<file path="config.mk">
export PLATFORM = sky130hd
export DESIGN_NAME = rf_wb_arbiter_flat
export DESIGN_NICKNAME = d
export VERILOG_FILES = /design/src/rtl/rf_wb_arbiter_pkg.sv /design/src/rtl/rf_wb_arbiter_if.sv /design/src/rtl/rf_wb_arbiter_rr_arbiter.sv /design/src/rtl/rf_wb_arbiter.sv /design/src/flat_wrapper.sv
export SDC_FILE = /design/constraint.sdc
export NUM_CORES = 1
export LEC_CHECK = 0
export BUFFER_PORTS_ARGS = -buffer_cell sky130_fd_sc_hd__clkbuf_2
export CORE_MARGIN = 4
export CORE_UTILIZATION = 48
export CTS_CLUSTER_SIZE = 16
export DETAILED_ROUTE_END_ITERATION = 10
export MAX_ROUTING_LAYER = met4
export PLACE_DENSITY = 0.95
export SYNTH_ARGS = -nofsm -noshare
export SYNTH_HDL_FRONTEND = slang
export SYNTH_SLANG_ARGS = --single-unit
</file>
<file path="constraint.sdc">
create_clock -name clk -period 8.6 [get_ports clk]
set_clock_uncertainty 0.15 [all_clocks]
set_input_delay 0 -clock clk [delete_from_list [all_inputs] [get_ports clk]]
set_output_delay 0 -clock clk [all_outputs]
set_load 0.005 [all_outputs]
</file>
<file path="src/rtl/rf_wb_arbiter_pkg.sv">
`default_nettype none
// +-------------------------------------------------------------------------+
// | Module   : rf_wb_arbiter_pkg                                            |
// | Purpose  : Shared types and constants for the register-file writeback  |
// |            arbiter: FSM state enum, the x0 address constant and the     |
// |            default data/address widths.                                 |
// | Ports    : none (package)                                              |
// | Revision : 1.0  initial release                                        |
// +-------------------------------------------------------------------------+
package rf_wb_arbiter_pkg;

   typedef enum logic [1:0] {
      RUN    = 2'd0,
      DRAIN  = 2'd1,
      HALTED = 2'd2
   } arb_state_e;

   localparam logic [4:0] REG_ZERO = 5'd0;

   localparam int NREQ_DEF = 3;
   localparam int XLEN_DEF = 32;
   localparam int AW_DEF   = 5;

endpackage

`default_nettype wire

</file>
<file path="src/rtl/rf_wb_arbiter_if.sv">
`default_nettype none
// +-------------------------------------------------------------------------+
// | Module   : rf_wb_arbiter_if                                             |
// | Purpose  : Bundles the requester handshake, quiesce handshake and RF    |
// |            write-port signals of the writeback arbiter.                 |
// | Signals  : req_valid/req_ready  per-requester valid/ready (NREQ)         |
// |            req_addr/req_data    packed per-requester addr/data          |
// |            quiesce_req/_ack     drain/halt handshake                    |
// |            rf_wr_en/addr/data   register-file write port                |
// | Modports : master (requesters + debug + RF), slave (arbiter)           |
// | Revision : 1.0  initial release                                        |
// +-------------------------------------------------------------------------+
interface rf_wb_arbiter_if
   import rf_wb_arbiter_pkg::*;
#(
   parameter int NREQ = NREQ_DEF,
   parameter int XLEN = XLEN_DEF,
   parameter int AW   = AW_DEF
);
   logic [NREQ-1:0]      req_valid;
   logic [NREQ-1:0]      req_ready;
   logic [NREQ*AW-1:0]   req_addr;
   logic [NREQ*XLEN-1:0] req_data;
   logic                 quiesce_req;
   logic                 quiesce_ack;
   logic                 rf_wr_en;
   logic [AW-1:0]        rf_addr;
   logic [XLEN-1:0]      rf_data;

   modport master (
      output req_valid, req_addr, req_data, quiesce_req,
      input  req_ready, quiesce_ack, rf_wr_en, rf_addr, rf_data
   );

   modport slave (
      input  req_valid, req_addr, req_data, quiesce_req,
      output req_ready, quiesce_ack, rf_wr_en, rf_addr, rf_data
   );
endinterface

`default_nettype wire

</file>
<file path="src/rtl/rf_wb_arbiter_rr_arbiter.sv">
`default_nettype none
// +-------------------------------------------------------------------------+
// | Module   : rr_arbiter                                                   |
// | Purpose  : Combinational round-robin pick: first set request at or     |
// |            above the pointer, wrapping modulo NREQ.                     |
// | Ports    : req_i  request vector       ptr_i  search start index        |
// |            en_i   global grant enable  gnt_o  one-hot grant             |
// |            idx_o  binary index of the grant (0 when none)              |
// | Revision : 1.0  initial release                                        |
// +-------------------------------------------------------------------------+
module rr_arbiter
   import rf_wb_arbiter_pkg::*;
#(
   parameter int  NREQ = NREQ_DEF,
   localparam int PW   = (NREQ > 1) ? $clog2(NREQ) : 1
) (
   input  logic [NREQ-1:0] req_i,
   input  logic [PW-1:0]   ptr_i,
   input  logic            en_i,
   output logic [NREQ-1:0] gnt_o,
   output logic [PW-1:0]   idx_o
);

   // One spare bit so ptr+k cannot overflow before the modulo fold.
   logic [PW:0] cand;
   logic        found;

   always_comb begin
      gnt_o = '0;
      idx_o = '0;
      found = 1'b0;
      cand  = '0;
      for (int k = 0; k < NREQ; k++) begin
         cand = {1'b0, ptr_i} + (PW+1)'(k);
         if (cand >= (PW+1)'(NREQ)) begin
            cand = cand - (PW+1)'(NREQ);
         end
         if (en_i && !found && req_i[cand[PW-1:0]]) begin
            found                = 1'b1;
            gnt_o[cand[PW-1:0]]  = 1'b1;
            idx_o                = cand[PW-1:0];
         end
      end
   end

endmodule

`default_nettype wire

</file>
<file path="src/rtl/rf_wb_arbiter.sv">
`default_nettype none
// +-------------------------------------------------------------------------+
// | Module   : rf_wb_arbiter                                                |
// | Purpose  : Shares the single RF write port among NREQ writeback        |
// |            sources with round-robin valid/ready arbitration, a one-    |
// |            cycle registered output stage and a quiesce (drain/halt)    |
// |            handshake for debug.                                         |
// | Ports    : clk        clock, rising edge                               |
// |            rst_n      asynchronous reset, active-low                   |
// |            bus_if     rf_wb_arbiter_if.slave (requesters, quiesce, RF) |
// |            stall_cnt  per-requester saturating stall counters          |
// |                       (present only with RF_ARB_STATS_EN)              |
// | Options  : `define RF_ARB_STATS_EN adds the CNTW parameter and the     |
// |            stall_cnt port/counters.                                     |
// | Revision : 1.0  initial release                                        |
// +-------------------------------------------------------------------------+
module rf_wb_arbiter
   import rf_wb_arbiter_pkg::*;
#(
   parameter int NREQ = NREQ_DEF,
   parameter int XLEN = XLEN_DEF,
   parameter int AW   = AW_DEF
`ifdef RF_ARB_STATS_EN
  ,parameter int CNTW = 16
`endif
) (
   input  logic             clk,
   input  logic             rst_n,
   rf_wb_arbiter_if.slave   bus_if
`ifdef RF_ARB_STATS_EN
  ,output logic [NREQ*CNTW-1:0] stall_cnt
`endif
);

   localparam int PW = (NREQ > 1) ? $clog2(NREQ) : 1;

   arb_state_e      state_q, state_d;
   logic [PW-1:0]   ptr_q, ptr_d;
   logic            wr_en_q, wr_en_d;
   logic [AW-1:0]   addr_q, addr_d;
   logic [XLEN-1:0] data_q, data_d;
   logic            ack_q, ack_d;

   logic            grant_en;
   logic [NREQ-1:0] gnt;
   logic [PW-1:0]   gnt_idx;
   logic            hs;
   logic [AW-1:0]   sel_addr;
   logic [XLEN-1:0] sel_data;

   // ---------------- arbitration ----------------
   rr_arbiter #(.NREQ(NREQ)) u_rr (
      .req_i (bus_if.req_valid),
      .ptr_i (ptr_q),
      .en_i  (grant_en),
      .gnt_o (gnt),
      .idx_o (gnt_idx)
   );

   // Grants only go to valid requesters, so any grant is a handshake.
   assign hs       = |gnt;
   assign sel_addr = bus_if.req_addr[int'(gnt_idx)*AW +: AW];
   assign sel_data = bus_if.req_data[int'(gnt_idx)*XLEN +: XLEN];

   // ---------------- FSM: state register ----------------
   always_ff @(posedge clk or negedge rst_n) begin
      if (!rst_n) begin
         state_q <= RUN;
         ack_q   <= 1'b0;
      end else begin
         state_q <= state_d;
         ack_q   <= ack_d;
      end
   end

   // ---------------- FSM: next state ----------------
   always_comb begin
      state_d = state_q;
      case (state_q)
         RUN:     if (bus_if.quiesce_req) state_d = DRAIN;
         DRAIN: begin
            if (!bus_if.quiesce_req)  state_d = RUN;
            else if (!wr_en_q)        state_d = HALTED;
         end
         HALTED:  if (!bus_if.quiesce_req) state_d = RUN;
         default: state_d = RUN;
      endcase
   end

   // ---------------- FSM: outputs ----------------
   // Grants are blocked in the very cycle quiesce_req rises, and held low
   // while reset is asserted so req_ready reads 0 during reset.
   always_comb begin
      grant_en = rst_n && (state_q == RUN) && !bus_if.quiesce_req;
      ack_d    = (state_d == HALTED);
   end

   // ---------------- pointer ----------------
   if (NREQ > 1) begin : g_ptr_rr
      always_comb begin
         ptr_d = ptr_q;
         if (hs) begin
            ptr_d = (gnt_idx == PW'(NREQ-1)) ? '0 : gnt_idx + 1'b1;
         end
      end
   end else begin : g_ptr_const
      assign ptr_d = '0;
   end

   // ---------------- output stage ----------------
   // Writes to x0 complete the handshake but never reach the RF; addr/data
   // keep their last values whenever no write is issued.
   always_comb begin
      wr_en_d = 1'b0;
      addr_d  = addr_q;
      data_d  = data_q;
      if (hs && (sel_addr != AW'(REG_ZERO))) begin
         wr_en_d = 1'b1;
         addr_d  = sel_addr;
         data_d  = sel_data;
      end
   end

   always_ff @(posedge clk or negedge rst_n) begin
      if (!rst_n) begin
         ptr_q   <= '0;
         wr_en_q <= 1'b0;
         addr_q  <= '0;
         data_q  <= '0;
      end else begin
         ptr_q   <= ptr_d;
         wr_en_q <= wr_en_d;
         addr_q  <= addr_d;
         data_q  <= data_d;
      end
   end

   assign bus_if.req_ready   = gnt;
   assign bus_if.rf_wr_en    = wr_en_q;
   assign bus_if.rf_addr     = addr_q;
   assign bus_if.rf_data     = data_q;
   assign bus_if.quiesce_ack = ack_q;

   // ---------------- stall statistics ----------------
`ifdef RF_ARB_STATS_EN
   for (genvar i = 0; i < NREQ; i++) begin : g_stall
      logic [CNTW-1:0] cnt_q;
      always_ff @(posedge clk or negedge rst_n) begin
         if (!rst_n) begin
            cnt_q <= '0;
         end else if (bus_if.req_valid[i] && !gnt[i] && (cnt_q != '1)) begin
            cnt_q <= cnt_q + 1'b1;
         end
      end
      assign stall_cnt[i*CNTW +: CNTW] = cnt_q;
   end
`endif

endmodule

`default_nettype wire

</file>
<file path="src/flat_wrapper.sv">
// flat-port wrapper written by rule: the top's interface ports become plain ports
module rf_wb_arbiter_flat import rf_wb_arbiter_pkg::*;
#(
   parameter int NREQ = NREQ_DEF,
   parameter int XLEN = XLEN_DEF,
   parameter int AW   = AW_DEF

)
  (clk, rst_n, bus_if_req_valid, bus_if_req_addr, bus_if_req_data, bus_if_quiesce_req, bus_if_req_ready, bus_if_quiesce_ack, bus_if_rf_wr_en, bus_if_rf_addr, bus_if_rf_data);
  rf_wb_arbiter_if #(.NREQ(NREQ), .XLEN(XLEN), .AW(AW)) bus_if_i ();
  input  logic clk;
  input  logic rst_n;
  input wire logic [$bits(bus_if_i.req_valid)-1:0] bus_if_req_valid;
  input wire logic [$bits(bus_if_i.req_addr)-1:0] bus_if_req_addr;
  input wire logic [$bits(bus_if_i.req_data)-1:0] bus_if_req_data;
  input wire logic [$bits(bus_if_i.quiesce_req)-1:0] bus_if_quiesce_req;
  output wire logic [$bits(bus_if_i.req_ready)-1:0] bus_if_req_ready;
  output wire logic [$bits(bus_if_i.quiesce_ack)-1:0] bus_if_quiesce_ack;
  output wire logic [$bits(bus_if_i.rf_wr_en)-1:0] bus_if_rf_wr_en;
  output wire logic [$bits(bus_if_i.rf_addr)-1:0] bus_if_rf_addr;
  output wire logic [$bits(bus_if_i.rf_data)-1:0] bus_if_rf_data;
  assign bus_if_i.req_valid = bus_if_req_valid;
  assign bus_if_i.req_addr = bus_if_req_addr;
  assign bus_if_i.req_data = bus_if_req_data;
  assign bus_if_i.quiesce_req = bus_if_quiesce_req;
  assign bus_if_req_ready = bus_if_i.req_ready;
  assign bus_if_quiesce_ack = bus_if_i.quiesce_ack;
  assign bus_if_rf_wr_en = bus_if_i.rf_wr_en;
  assign bus_if_rf_addr = bus_if_i.rf_addr;
  assign bus_if_rf_data = bus_if_i.rf_data;
  rf_wb_arbiter #(.NREQ(NREQ), .XLEN(XLEN), .AW(AW)) u_core (.clk(clk), .rst_n(rst_n), .bus_if(bus_if_i));
endmodule
</file>
==> results of run 1 <==
==> state kept, by name, summed over array words and instances, names as in the netlist <==
| register | cells |
|---|---|
| u_core.bus_if.quiesce_ack | 1 |
| u_core.state_q | 2 |
| u_core.bus_if.rf_addr | 5 |
| u_core.bus_if.rf_data | 32 |
| u_core.bus_if.rf_wr_en | 1 |
| u_core.ptr_q | 2 |
==> what timing repair did <==
| item | 4_1_cts | 5_1_grt |
|---|---|---|
| hold buffers | 62 | 0 |
| setup buffers | 0 | 0 |
| hold endpoints to repair | 83 | 0 |
==> synthesized netlist by cell type <==
cell type	number
clkbuf_1	3
nor4b_4	1
a32oi_1	2
nand2_1	46
a311oi_2	1
nor2_1	5
inv_1	4
o32a_1	1
buf_4	4
nor2b_1	7
o211ai_1	2
buf_2	10
o21a_1	2
a32o_1	3
mux2_1	34
o21ai_0	38
and3b_1	1
nand3b_1	2
and2_1	1
buf_6	1
o32ai_1	1
o31ai_4	1
inv_2	2
ha_1	4
a21oi_1	2
dfrtp_1	43
a22o_1	3
mux2i_1	40
or2_2	1
o2111ai_1	1
maj3_1	1
a31oi_1	1
nand3_1	3
nand2b_1	1
nor3b_1	1
clkinv_1	1
or4_1	1
nor3_1	4
a21o_1	1
o21ai_1	3
==> how the worst max path moves through the flow <==
stage,endpoint,cells after the start,slack [ps],startpoint
3_5_place_dp,u_core.bus_if.rf_data[12],11,4850,u_core.ptr_q[0]
6_report,u_core.bus_if.rf_data[9],10,4660,u_core.ptr_q[0]
4_1_cts,u_core.bus_if.rf_data[12],11,4850,u_core.ptr_q[0]
5_1_grt,u_core.bus_if.rf_data[9],10,4510,u_core.ptr_q[0]
3_3_place_gp,u_core.bus_if.rf_data[12],11,5150,u_core.ptr_q[0]
2_1_floorplan,u_core.bus_if.rf_data[16],12,5710,u_core.ptr_q[0]
==> power by group through the flow <==
stage	clock (mW)	sequential, mW	combinational [mW]
final	0.125	0.364	0.564
after global routing	0.138	0.376	0.613
after CTS	0.128	0.362	0.551
after detailed placement	0	0.365	0.507
after global placement	0	0.362	0.475
after floorplan	0	0.364	0.304
==> per-stage QoR <==
step                      util [%]  cell area, um2  instances
final                         77.8            4340        570
after global routing          77.8            4340        570
after CTS                     77.8            4340        570
after detailed placement      65.1            3630        501
after global placement        65.1            3630        501
after floorplan                  -            2800        283
==> logic make-up (layout without fill, tap and decap cells) <==
family          after synthesis  in the layout  synth area share [%]
compound gates               62             62                  14.2
buf+inv                      25            240                  4.61
mux                          74             74                  28.0
flops                        43             43                  38.5
fa+ha+maj                     5              5                  2.15
simple gates                 74             74                  12.6
==> final cells by class <==
type,count,area (um2)
inverters,7,26.3
clock buffers,6,82.6
fillers,354,1230
multi-input cells,215,1600
repair buffers,226,1460
well taps,72,90.1
flip-flops and latches,43,1080
clock inverters,1,5.00
==> metal layers <==
layer / track usage [%] / share of wire (%) / vias to the layer above
met2: 54.1 / 54 / 168
met1: 29.0 / 35 / 1467
li1: - / - / 1438
met5: - / 0 / -
met3: 6.87 / 7.1 / 37
met4: 13.6 / 3.6 / 0
==> worst reg2reg max path: cells and delay by family, from the launching register on <==
kind	cells	cell delay, ps
mux	1	290
fa+ha+maj	2	840
flops	1	390
compound gates	3	690
buf+inv	4	1480
==> run summary, run 1 <==
slowest CP cell = dlygate4sd3_1
root buffer cell = clkbuf_8
Max IR drop VDD = 0.166 mV
wire length per cell = 17.5 um
Gate Count Post-Synth = 283
setup_tns = 0 ps
DRC = 0
final net count = 619
Yosys top cell area share = 38.5%
full die area = 0.00711 mm2
post-synthesis sequential area ratio = 38.5%
status = completed
Core Region = 0.00557 mm2
r2r setup slk = 4660 ps
CTS Buf Count = 5
worst flop-to-flop path startpoint = u_core.ptr_q[0]
CTS Sinks = 43
net switching power = 402 uW
fraction of layout instances using a drive strength above 1 = 35.5%
post-place setup slack = 4850 ps
Synth Net Count = 404
Maximum Capacitance Violations = 0
crit path capture type = flop
Yosys reg bits = 43
pwr dens = 243 mW/mm2
clock power share = 11.9%
clock-pin slew on the worst setup and hold paths = 70 ps
grt total ovfl = 0
crit path kind = flop to flop
clock latency on the worst-skew pair = 280 ps
CP Launch Type = flop
CTS tree = done
Post-Route WL = 9990 um
Synth area leaders = dfrtp_1 38%, mux2i_1 14%, mux2_1 14%, o21ai_0 6.8%, nand2_1 6.2%
f_max = 254 MHz
hpwl dp = 6160 um
DR vias = 3110
Initial DRC Count = 84
Sw Ratio = 38.1%
starting density of the core = 50.2%
Cell Area, Synth = 0.00280 mm2
Synth Warn # = 0
GP Congestion = 0.956
Power, Total = 1.05 mW
# setup viols final = 0
min cycle time layout = 3940 ps
cells along the critical path = inv_1 > ha_1 > clkinv_1 > maj3_1 > o32a_1 > o31ai_4 > buf_4 > o21ai_0 > dlygate4sd3_1 > mux2_1
Final period util = 45.8%
vias in the first global route = 3504
Least-Margin Pin Slew = 674 ps
syn_area_per_cell = 9.88 um2
Reg2Reg Depth = 10
RSZ-0062 raised after global routing = false
final hold vios = 0
Slew headroom = 55.1%
commonest non-fill, non-tap cells in the layout = 158 x clkbuf_2, 62 x dlygate4sd3_1, 46 x nand2_1
reg2reg end = u_core.bus_if.rf_data[9]
pin count of the biggest net entering global routing = 79
CTS Buffer Depth = 2
crit path max fanout = 78
Int Power = 651 uW
overall routing resource usage = 29.4%
Lkg Pwr = 2.02 nW
Hold Crit Depth = 4
initial antenna violation count = 0
max incr delay on CP = 630 ps
Pins Over Slew Limit = 0
Top Ports = 159
first-pass GRT wire length = 16400 um
chip height = 84.3 um
H-tree level count = 2
commonest non-fill, non-tap cell in the layout = clkbuf_2
Synth cell types = 40
Pre-antenna DRT Iters = 4
Port Buffers = 158
Hold Path Class = input pin to flop
post-CTS sizing = 0
Gate power share = 53.6%
Vias/cell = 5.46
worst path arrival time = 3960 ps
post-route antenna net violation count = 0
WHS = 3.75 ps
hold path start = bus_if_req_data[4]
Die Wd = 84.3 um
CP top delay family = buffers and inverters
Critical Path RT = 8620 ps
post-synth top area cell = dfrtp_1
# rows = 27
Buf+Inv Stages, Crit Path = 4
number of diodes = 0
sequential power share = 34.5%
area delta synth->final = 55.2%
Final WS setup = 4660 ps
WHS Endpoint = u_core.bus_if.rf_data[4]
(Power assumes the default switching activity.)
==> run 2: changes to the inputs <==
Settings changed: ABC_AREA set to 1, CORE_UTILIZATION 48 to 41, PLACE_DENSITY 0.95 to 0.87.
Clock period 8.6 ns to 3.45 ns, I/O delays scaled along.
==> run summary, run 2 <==
root buffer cell = clkbuf_8
max incr delay on CP = 500 ps
pwr dens = 664 mW/mm2
Slew headroom = 64.6%
Reg2Reg Depth = 14
worst flop-to-flop path startpoint = u_core.ptr_q[0]
Least-Margin Pin Slew = 529 ps
# rows = 30
RSZ-0062 raised after global routing = false
GP Congestion = 0.884
status = completed
CTS Buf Count = 5
Vias/cell = 5.32
max reg flops = 32
full die area = 0.00865 mm2
count leader, synth = nand2_1
CP Launch Type = flop
Lkg Pwr = 2.50 nW
Finished Core Util = 68.3%
DR vias = 3948
Buf+Inv Stages, Crit Path = 3
Die Wd = 93.0 um
crit path kind = flop to flop
Hold Crit Depth = 5
Synth cell types = 29
final hold vios = 0
Synth Warn # = 0
Top Ports = 159
slowest CP cell = clkinvlp_4
Yosys reg bits = 43
clock-pin slew on the worst setup and hold paths = 80 ps
CTS Sinks = 43
chip height = 93.0 um
pin count of the biggest net entering global routing = 39
Critical Path RT = 3490 ps
setup_tns = 0 ps
commonest non-fill, non-tap cells in the layout = 158 x clkbuf_2, 110 x nand2_1, 80 x dlygate4sd3_1
post-synth top area cell = dfrtp_1
post-synthesis sequential area ratio = 36.3%
Cell Area, Synth = 0.00296 mm2
# setup viols final = 0
Port Buffers = 158
Post-Route WL = 11900 um
largest family of logic cells by synthesized area = simple AND/OR/NAND/NOR gates
Initial DRC Count = 296
Post-synth top flop = dfrtp_1
H-tree level count = 2
Non-Filler Instances = 742
Commonest cells post-synth = 110 x nand2_1, 68 x o21ai_0, 46 x nand3_1
Synth Net Count = 537
overall routing resource usage = 28.2%
crit path max fanout = 33
f_max = 311 MHz
Yosys top cell area share = 36.3%
Gate Count Post-Synth = 416
grt total ovfl = 0
worst path arrival time = 3260 ps
Max IR drop VDD = 0.285 mV
r2r setup slk = 230 ps
starting density of the core = 42.9%
commonest non-fill, non-tap cell in the layout = clkbuf_2
Post-synth EDFFs = 0
area delta synth->final = 59.2%
compound-cell area share of the yosys netlist = 13.8%
fraction of layout instances using a drive strength above 1 = 34.7%
Synth area leaders = dfrtp_1 36%, nand2_1 14%, o21ai_0 11%, nand3_1 7.8%, nor2_1 4.6%
post-route antenna net violation count = 0
Pins Over Slew Limit = 0
Adder-Cell Fraction of Synth Area = 1.69%
Post-Synth XOR/XNOR Area = 0%
mux share of post-synthesis cell area = 0%
Post CTS Setup Buffer Count = 0
initial antenna violation count = 0
CTS Buffer Depth = 2
vias in the first global route = 4077
first-pass GRT wire length = 19200 um
cells along the critical path = inv_1 > ha_1 > inv_2 > nand2_1 > nand3_2 > nand2_2 > nor2_2 > nand3_2 > nand2_2 > clkinvlp_4 > o21ai_0 > o21ai_0 > nand3_1 > nand2_1
crit path capture type = flop
CTS tree = done
Pre-antenna DRT Iters = 5
Final period util = 93.3%
CP top delay family = simple AND/OR/NAND/NOR gates
Synth Area in Simple Gates = 39.7%
DRC = 0
Core Region = 0.00691 mm2
hold path start = bus_if_req_data[89]
hpwl dp = 7030 um
reg2reg end = u_core.bus_if.rf_data[15]
ys async rst share = 100%
Power, Total = 3.13 mW
Maximum Capacitance Violations = 0
clock latency on the worst-skew pair = 290 ps
Hold Path Class = input pin to flop
final-layout fill cell count = 560
wire length per cell = 16.0 um
syn_area_per_cell = 7.12 um2
placed cells = 653
final net count = 766
min cycle time layout = 3220 ps
WHS Endpoint = u_core.bus_if.rf_data[25]
## run 2: worst register-to-register path: stages (launching register included)
cell        delay, ps
dfrtp_1           380
inv_1              90
ha_1              380
inv_2             120
nand2_1            70
nand3_2            70
nand2_2            90
nor2_2            140
nand3_2           170
nand2_2           250
clkinvlp_4        500
o21ai_0           410
o21ai_0           150
nand3_1           100
nand2_1            50
## run 2: through the flow
stage | area (um2) | hold WS (ps) | setup WS (ps)
6_report | 4720 | 1.43 | 230
5_1_grt | 4710 | 36.9 | 9.49
4_1_cts | 4700 | 0.880 | 127
3_5_place_dp | 3780 | -184 | 28.6
3_3_place_gp | 3780 | -197 | 231
2_1_floorplan | 2960 | -446 | 842
## run 2: cells by family (layout without fill, tap and decap cells)
logic type,Yosys count,in the layout
compound gates,78,78
other cells,0,1
simple gates,238,239
buf+inv,53,281
flops,43,43
fa+ha+maj,4,4
## run 2: repair_timing
item	CTS	global route
gates resized for setup	1	6
pin swaps	0	1
gates cloned	0	1
hold buffers	80	0
hold endpoints to repair	83	0
setup endpoints to repair	2	38
## run 2: cell type report
class | count | area, um2 | share of cell area (%)
diodes | 1 | 2.50 | 0.0531
clock buffers | 6 | 72.6 | 1.54
clock inverters | 1 | 30.0 | 0.637
inverters | 28 | 111 | 2.36
multi-input cells | 321 | 1650 | 34.9
flip-flops and latches | 43 | 1080 | 22.8
well taps | 96 | 120 | 2.55
repair buffers | 246 | 1660 | 35.1
## run 2: worst max path at each step
stage	startpoint	to	slack, ps	depth (start not counted)
after floorplan	u_core.ptr_q[0]	u_core.bus_if.rf_data[10]	840	20
after global placement	u_core.ptr_q[0]	u_core.bus_if.rf_addr[1]	230	18
after detailed placement	u_core.ptr_q[0]	u_core.bus_if.rf_addr[1]	30	18
after CTS	u_core.ptr_q[0]	u_core.bus_if.rf_addr[3]	130	18
after global routing	u_core.ptr_q[0]	u_core.bus_if.rf_data[15]	9	14
final	u_core.ptr_q[0]	u_core.bus_if.rf_data[15]	230	14
## run 2: where the power goes
part	total, mW	switching, mW	internal [mW]
combinational	1.84	1.13	0.710
clock	0.385	0.172	0.212
sequential	0.903	0.161	0.742
total	3.13	1.47	1.66
## run 2: layer usage
layer  part of all wire [%]  global-route usage, %
met1                     37                   32.8
met2                     48                   46.6
met3                     11                   5.71
met4                    3.9                   14.0
met5                      0                      -
